<file path="src/rtl/sampler_pkg.sv">
// Shared constants and types for the Kyber matrix-A rejection sampler and its neighbours.
// Q, N and coef_t are also used by sampleA and the NTT stages.
package sampler_pkg;

  localparam int Q     = 3329;
  localparam int N     = 256;
  localparam int W_IN  = 64;
  localparam int CW    = 12;
  localparam int BUF_W = W_IN + CW;
  localparam int CNT_W = 7;

  typedef logic [CW-1:0] coef_t;

  typedef enum logic [1:0] {
    ST_IDLE = 2'd0,
    ST_RUN  = 2'd1,
    ST_DONE = 2'd2
  } rej_state_t;

endpackage

</file>
<file path="src/rtl/bit_unpacker.sv">
// 76-bit LSB-first shift buffer that accepts 64-bit pushes and yields 12-bit pops.
// A push that coincides with a pop lands just above the bits left after the pop.
module bit_unpacker
  import sampler_pkg::*;
(
  input  logic            clk_i,
  input  logic            rst_n_i,
  input  logic            clr_i,
  input  logic            push_i,
  input  logic [W_IN-1:0] push_data_i,
  input  logic            pop_i,
  output logic [CW-1:0]   pop_data_o,
  output logic            can_push_o,
  output logic            can_pop_o
);

  logic [BUF_W-1:0] r_buf;
  logic [CNT_W-1:0] r_cnt;
  logic [BUF_W-1:0] w_base;
  logic [BUF_W-1:0] w_ext;
  logic [BUF_W-1:0] w_buf_nxt;
  logic [CNT_W-1:0] w_base_cnt;
  logic [CNT_W-1:0] w_cnt_nxt;

  always_comb begin
    w_base     = r_buf;
    w_base_cnt = r_cnt;
    if (pop_i) begin
      w_base     = r_buf >> CW;
      w_base_cnt = r_cnt - CNT_W'(CW);
    end else begin
      w_base     = r_buf;
      w_base_cnt = r_cnt;
    end
    // bits above the fill count are always zero, so OR-ing the shifted word is enough
    w_ext = {{(BUF_W-W_IN){1'b0}}, push_data_i} << w_base_cnt;
    if (clr_i) begin
      w_buf_nxt = {BUF_W{1'b0}};
      w_cnt_nxt = {CNT_W{1'b0}};
    end else if (push_i) begin
      w_buf_nxt = w_base | w_ext;
      w_cnt_nxt = w_base_cnt + CNT_W'(W_IN);
    end else begin
      w_buf_nxt = w_base;
      w_cnt_nxt = w_base_cnt;
    end
  end

  always_ff @(posedge clk_i) begin
    if (!rst_n_i) begin
      r_buf <= {BUF_W{1'b0}};
      r_cnt <= {CNT_W{1'b0}};
    end else begin
      r_buf <= w_buf_nxt;
      r_cnt <= w_cnt_nxt;
    end
  end

  assign pop_data_o = r_buf[CW-1:0];
  assign can_push_o = (r_cnt <= CNT_W'(CW));
  assign can_pop_o  = (r_cnt >= CNT_W'(CW));

endmodule

</file>
<file path="src/rtl/rej_uniform_sampler.sv">
// Kyber Parse rejection sampler: slices a SHAKE128 word stream into 12-bit candidates
// and emits the first 256 values below Q, in order, with a valid/ready handshake.
module rej_uniform_sampler
  import sampler_pkg::*;
(
  input  logic            clk_i,
  input  logic            rst_n_i,
  input  logic            run_i,
  input  logic [W_IN-1:0] xof_data_i,
  input  logic            xof_valid_i,
  output logic            xof_ready_o,
  output logic [CW-1:0]   coef_o,
  output logic [7:0]      coef_idx_o,
  output logic            coef_valid_o,
  input  logic            coef_ready_i,
  output logic            busy_o,
  output logic            done_o
);

  rej_state_t r_state;
  rej_state_t w_state_nxt;
  coef_t      r_coef;
  logic [7:0] r_idx;
  logic [7:0] r_acc;
  logic       r_valid;

  coef_t      w_cand;
  logic       w_can_push;
  logic       w_can_pop;
  logic       w_push;
  logic       w_pop;
  logic       w_hs;
  logic       w_last_hs;
  logic       w_slot_free;
  logic       w_last_loaded;
  logic       w_accept;
  logic       w_in_run;

  assign w_in_run      = (r_state == ST_RUN);
  assign w_hs          = r_valid && coef_ready_i;
  assign w_last_loaded = r_valid && (r_idx == 8'(N - 1));
  assign w_last_hs     = w_in_run && w_hs && (r_idx == 8'(N - 1));
  assign w_slot_free   = !r_valid || coef_ready_i;
  // once coefficient N-1 sits in the output register nothing more is extracted
  assign w_pop         = w_in_run && w_can_pop && w_slot_free && !w_last_loaded;
  assign w_accept      = w_pop && (w_cand < coef_t'(Q));
  assign w_push        = xof_valid_i && xof_ready_o;

  bit_unpacker u_unpacker (
    .clk_i       (clk_i),
    .rst_n_i     (rst_n_i),
    .clr_i       (w_last_hs),
    .push_i      (w_push),
    .push_data_i (xof_data_i),
    .pop_i       (w_pop),
    .pop_data_o  (w_cand),
    .can_push_o  (w_can_push),
    .can_pop_o   (w_can_pop)
  );

  always_ff @(posedge clk_i) begin
    if (!rst_n_i) begin
      r_state <= ST_IDLE;
    end else begin
      r_state <= w_state_nxt;
    end
  end

  always_comb begin
    w_state_nxt = r_state;
    case (r_state)
      ST_IDLE: begin
        if (run_i) w_state_nxt = ST_RUN;
        else       w_state_nxt = ST_IDLE;
      end
      ST_RUN: begin
        if (w_last_hs) w_state_nxt = ST_DONE;
        else           w_state_nxt = ST_RUN;
      end
      ST_DONE: w_state_nxt = ST_IDLE;
      default: w_state_nxt = ST_IDLE;
    endcase
  end

  // output slot and accept counter; a new load takes the index after any same-cycle handshake
  always_ff @(posedge clk_i) begin
    if (!rst_n_i) begin
      r_coef  <= {CW{1'b0}};
      r_idx   <= 8'd0;
      r_acc   <= 8'd0;
      r_valid <= 1'b0;
    end else if (w_last_hs) begin
      r_coef  <= {CW{1'b0}};
      r_idx   <= 8'd0;
      r_acc   <= 8'd0;
      r_valid <= 1'b0;
    end else begin
      if (w_hs) begin
        r_acc <= r_acc + 8'd1;
      end else begin
        r_acc <= r_acc;
      end
      if (w_accept) begin
        r_coef  <= w_cand;
        r_idx   <= r_acc + {7'd0, w_hs};
        r_valid <= 1'b1;
      end else if (w_hs) begin
        r_valid <= 1'b0;
      end else begin
        r_valid <= r_valid;
      end
    end
  end

  assign xof_ready_o  = w_in_run && w_can_push;
  assign coef_o       = r_coef;
  assign coef_idx_o   = r_idx;
  assign coef_valid_o = r_valid;
  assign busy_o       = w_in_run;
  assign done_o       = (r_state == ST_DONE);

endmodule

</file>
<file path="config.mk">
export PLATFORM = sky130hd
export DESIGN_NAME = rej_uniform_sampler
export DESIGN_NICKNAME = d
export VERILOG_FILES = /design/src/rtl/sampler_pkg.sv /design/src/rtl/bit_unpacker.sv /design/src/rtl/rej_uniform_sampler.sv
export SDC_FILE = /design/constraint.sdc
export NUM_CORES = 1
export LEC_CHECK = 0
export CAP_MARGIN = 10
export CORE_ASPECT_RATIO = 0.75
export CORE_MARGIN = 5
export CORE_UTILIZATION = 38
export DETAILED_ROUTE_END_ITERATION = 12
export PLACE_DENSITY_LB_ADDON = 0.1
export SLEW_MARGIN = 10
export SYNTH_ARGS = -nofsm -noshare
export SYNTH_HDL_FRONTEND = slang
export SYNTH_SLANG_ARGS = --single-unit
</file>
<file path="constraint.sdc">
create_clock -name clk_i -period 3.3 [get_ports clk_i]
set_input_delay 0.33 -clock clk_i [delete_from_list [all_inputs] [get_ports clk_i]]
set_output_delay 0.33 -clock clk_i [all_outputs]
set_load 0.05 [all_outputs]
</file>
* After elaboration in Yosys (flattened, before gate mapping) *
Cells that the tools add are included.

cells by class
  add/subtract/negate cells = 4
  $lt $le $gt $ge = 3
  equal/unequal tests = 3
  shift-type cells = 1
  multiplexer cells = 9
  bitwise logic cells = 2
  reductions and logical operators = 16

operators with widths
  cell                  number
  $mux 76               2
  $or 76x76->76         1
  $shl 64x7->76         1
  $mux 7                2
  $lt 12x12->1 const B  1
  $logic_and 1x1->1     10
  $add 8x1->8           1
  $add 8x1->8 const B   1
  $eq 8x8->1 const B    1
  $add 7x7->7 const B   1
  $ge 7x4->1 const B    1
  $le 7x4->1 const B    1
  $sub 7x4->7 const B   1
  $pmux 2 s2            1
  $mux 1                3
  $eq 2x1->1 const B    1
  $eq 2x2->1 const B    1
  $logic_not 1->1       2
  $logic_not 2->1       1
  $mux 2                1
  $reduce_bool 2->1     1
  $reduce_or 2->1       1
  $logic_or 1x1->1      1
  $not 1->1             1

storage, ports and cells
  flip-flop bits (word level) = 114
  input bits = 69
  output and inout bits = 24
  word-level logic and storage cells = 45

* Longest topological paths before layout *
  word-level depth = 8
  depth in mapped cells = 12
  depth with buffers taken out = 8

* By module *
From an unflattened synthesis, not the netlist that was laid out.

second synthesis, totals
  cell total of the unflattened synthesis = 872
  area, all modules = 7828.8 µm²

modules (own cells, without submodules)
  module               instances  cells an instance  area each (µm²)  seq. area each (µm²)
  bit_unpacker         1          714                6323.6           1621.6
  rej_uniform_sampler  1          158                1505.2           620.6

* Least setup slack after synthesis *
No wires, ideal clock.

  path kind = reg2reg
  start = register r_idx[0], in the netlist coef_idx_o[0]
  end = register u_unpacker.r_buf[23]
  arrival = 2541 ps
  path slack = 626 ps
  stages on the path, launching flop included = 10
  clock period less this slack = 2674 ps
  path through = dfxtp_1 nand4_1 nor3_2 nor3_2 or2_0 clkbuf_1 buf_4 mux2_4 a31oi_1 o22ai_1

on the way
  word-level cells in the longest chain between the ends = 8
  elaborated cells between the ends (all ways) = 11
  those cells by class = eq/ne: 1; shift: 1; mux: 3; bitwise: 1; reduce/logical: 5

RTL lines
  element                   line                                                  source
  start: declaration        rej_uniform_sampler.sv:23                             logic [7:0] r_idx;
  start signal: assignment  rej_uniform_sampler.sv:105                            r_idx <= r_acc + {7'd0, w_hs};
  $eq 8x8->1 *              rej_uniform_sampler.sv:41, rej_uniform_sampler.sv:42
  $logic_and 1x1->1         rej_uniform_sampler.sv:41                             assign w_last_loaded = r_valid && (r_idx == 8'(N - 1));
  $logic_not 1->1           rej_uniform_sampler.sv:45                             assign w_pop = w_in_run && w_can_pop && w_slot_free && !w_last_loaded;
  $logic_and 1x1->1         rej_uniform_sampler.sv:45
  $mux 7                    bit_unpacker.sv:28                                    if (pop_i) begin
  $shl 64x7->76             bit_unpacker.sv:36                                    w_ext = {{(BUF_W-W_IN){1'b0}}, push_data_i} << w_base_cnt;
  $or 76x76->76             bit_unpacker.sv:41                                    w_buf_nxt = w_base | w_ext;
  $mux 76                   bit_unpacker.sv:40                                    end else if (push_i) begin
  end signal: assignment    bit_unpacker.sv:51                                    r_buf <= {BUF_W{1'b0}};
  end signal: assignment    bit_unpacker.sv:54                                    r_buf <= w_buf_nxt;
  end: declaration          bit_unpacker.sv:17                                    logic [BUF_W-1:0] r_buf;

Every way passes the cells marked *; elsewhere a longest branch is shown, timed or not.
A chain may end at the register's enable or synchronous reset.

* Worst setup path in the final report *
  start = register r_idx[1], in the netlist coef_idx_o[1]
  end = register u_unpacker.r_buf[40]

Same word-level chain as after synthesis.

==> results.py <==
metrics = {
    "status": {
        "status": "finished, final reports clean",
    },
    "placement": {
        "dp_slack_ns": 0.121,
        "portBuffers": 92,
        "dp_hpwl_um": 26200,
        "gp_congestion": 0.957,
    },
    "timing": {
        "min_period_ns": 3.18,
        "fmax_ghz": 0.315,
        "fin_skew_ns": 0.00850,
        "worstMarginPinSlew_ns": 1.09,
        "setup_ws_ns": 0.121,
        "relSlewSlack_pct": 26.8,
        "maxSlewViolCount": 0,
        "whs_ns": 0.479,
        "fin_tns_setup_ns": 0,
        "min_period_over_period_pct": 96.3,
        "hold_viol_final": 0,
        "rsz0062_at_grt": "no",
        "finalSetupViolCount": 0,
    },
    "clock_tree": {
        "cts_root_buf": "clkbuf_16",
        "htree_levels": 3,
        "clk_latency_ns": 0.36,
        "path_clk_slew_ns": 0.09,
        "cts_sinks": 112,
        "cts_buffers": 9,
        "cts_tree": "yes",
        "cts_max_path_buffers": 2,
    },
    "floorplan": {
        "row_count": 47,
        "core_mm2": 0.0221,
        "die_w_um": 183,
        "fp.dieH_um": 140,
        "fp.dieArea_mm2": 0.0255,
        "pin_count": 93,
        "initial_core_util_pct": 38.6,
    },
    "detailed_routing": {
        "wire_per_inst_um": 25.2,
        "ant_nets": 0,
        "avgViaCountPerCell": 6.30,
        "drc": 0,
        "vias": 8811,
        "firstDrtPassIters": 7,
        "finalWirelength_um": 35200,
        "drt_iter0_drc": 1032,
    },
    "power": {
        "pwr-share-comb_pct": 49.7,
        "sequentialPowerShare_pct": 29.6,
        "p_int_mw": 3.18,
        "p_clk_share_pct": 20.7,
        "switching_power_mw": 2.41,
        "power.leakage_nw": 3.57,
        "peakVddDrop_v": 0.000286,
        "powerDensity_mw_per_mm2": 541,
        "switching_share_pct": 43.1,
    },
    "worst_setup_path": {
        "startpoint_type": "register",
        "worstPathCellList": "nand4_1, o211ai_1, nand3_2, nand2_4, mux2_2, o41ai_1, buf_4, o31ai_1",
        "end_kind": "register",
        "critPathTopFamily": "compound AO/OA/AOI/OAI gates",
        "crit_fanout": 10,
        "path_class": "reg -> reg",
        "cp.arrival_ns": 3.43,
        "critical_path_buf_inv_count": 1,
        "critical-path-max-stage-delay_ns": 0.62,
        "critPathSlowestCell": "o41ai_1",
        "cp.required_ns": 3.55,
    },
    "synthesis": {
        "synth.net_count": 1090,
        "avgSynthCellArea_um2": 8.36,
        "ys_async_sr_fraction_pct": 0,
        "synthFlopType": "dfxtp_1",
        "synth_warnings": 0,
        "seq_area_frac_synth_pct": 26.4,
        "ys_seq_elements": 112,
        "syn-cell-area_mm2": 0.00850,
        "synth_edf_count": 0,
        "ys_types": 73,
        "syn_inst": 1017,
    },
    "final_layout": {
        "fill_cells": 2196,
        "final_nets": 1173,
        "mostFrequentLayoutCells": "mux2i_1, nand2_1, dfxtp_1",
        "antenna-diode-count": 0,
        "drive_gt1_share_pct": 15.3,
        "layout_commonest_cell": "mux2i_1",
        "final_core_util_pct": 46.9,
        "area_delta_synth_final_pct": 21.8,
    },
    "job": {
        "maxCapViolations": 0,
    },
    "global_routing": {
        "track_usage_pct": 26.8,
        "grt-ovfl-total": 0,
        "grt_pass1_vias": 8071,
        "antenna_found_initial": 0,
        "grt_max_degree": 91,
        "grt_pass1_wl_um": 52800,
    },
    "worst_hold_path": {
        "hold_class": "reg -> reg",
    },
}
final timing paths:
kind | slack, ns | end | cells after the start | startpoint
setup / recovery | 0.12 | u_unpacker.r_buf[40]$_SDFF_PP0_ | 8 | coef_idx_o[1]$_SDFFE_PP0P_
hold / removal | 0.48 | u_unpacker.r_buf[28]$_SDFF_PP0_ | 2 | u_unpacker.r_buf[40]$_SDFF_PP0_
setup reg to reg | 0.12 | u_unpacker.r_buf[40]$_SDFF_PP0_ | 8 | coef_idx_o[1]$_SDFFE_PP0P_
hold reg to reg | 0.48 | u_unpacker.r_buf[28]$_SDFF_PP0_ | 2 | u_unpacker.r_buf[40]$_SDFF_PP0_
logic make-up (layout without fill, tap and decap cells):
kind of cell,Yosys count,in the layout,share of synthesized area (%)
muxes,172,172,24.6
xor gates and xnor gates,13,13,1.34
buffers and inverters,95,183,5.12
adders and majority gates,4,4,0.589
DFF,112,112,26.4
AOI/OAI and AO/OA,289,289,23.6
and+or+nand+nor,332,332,18.4
what timing repair did:
action	CTS	global route
setup endpoints to repair	0	4
hold endpoints to repair	0	0
setup buffers	0	1
hold buffers	0	0
resized for setup	0	1
cell type report:
class | count | area [µm²] | share of cell area (%)
timing repair buffer | 161 | 1540 | 14.9
inverter | 6 | 22.5 | 0.218
clock buffer | 10 | 239 | 2.31
tap | 294 | 368 | 3.55
clock inverter | 6 | 70.1 | 0.677
multi-input combinational | 810 | 5860 | 56.6
sequential | 112 | 2250 | 21.7
power by group through the flow:
stage                     clock, mW  combinational (mW)  sequential [mW]
after floorplan                   0                1.63             1.70
after detailed placement          0                2.69             1.68
after global routing           1.23                2.93             1.67
final                          1.16                2.78             1.66
after global placement            0                2.69             1.69
after CTS                      1.18                2.69             1.65
state kept, by name (all words and copies together) (netlist names):
| signal | cells |
|---|---|
| r_state | 2 |
| r_acc | 8 |
| u_unpacker.r_buf | 76 |
| u_unpacker.r_cnt | 5 |
| coef_o | 12 |
| coef_idx_o | 8 |
| coef_valid_o | 1 |
synthesized netlist by cell type (7+ instances only):
library cell    n  area, µm²
a21oi_1        34        170
nor2_1         88        330
mux4_2         27        608
nand3_1        49        245
clkbuf_1       41        154
a211oi_1       14        105
o21ai_0        62        310
nand2_1       116        435
buf_2          36        180
a221oi_1        7       61.3
mux2_2         21        236
a221o_1         8       80.1
a32oi_1        10       87.6
nand4_1        14       87.6
and3_1         15       93.8
nor3_1         11       55.1
a31oi_1        39        244
mux2i_1       123       1230
nand2b_1       10       62.6
dfxtp_1       112       2240
o22a_1          7       61.3
xor2_1          9       78.8
o211ai_1       10       75.1
o22ai_1        34        213
worst register-to-register path: stages, from the launching register on:
cell      delay, ns
dfxtp_1        0.39
nand4_1        0.28
o211ai_1       0.48
nand3_2        0.34
nand2_4        0.25
mux2_2         0.38
o41ai_1        0.62
buf_4          0.26
o31ai_1        0.07
metrics by stage:
step                      area (µm²)  power, mW  instances
after floorplan                 8500       3.33       1017
after global placement         10000       4.38       1380
after detailed placement       10000       4.37       1382
after CTS                      10300       5.52       1398
after global routing           10400       5.83       1399
final                          10400       5.60       1399
per-layer routing:
| metal | track usage [%] | routed length (µm) | vias to the layer above |
|---|---|---|---|
| met5 | 0 | 0 | - |
| met4 | 4.66 | 498 | 0 |
| met3 | 7.20 | 3710 | 37 |
| met2 | 36.0 | 14100 | 490 |
| met1 | 42.4 | 16900 | 4244 |
| li1 | - | - | 4040 |
Power figures use the tool's default switching activity.
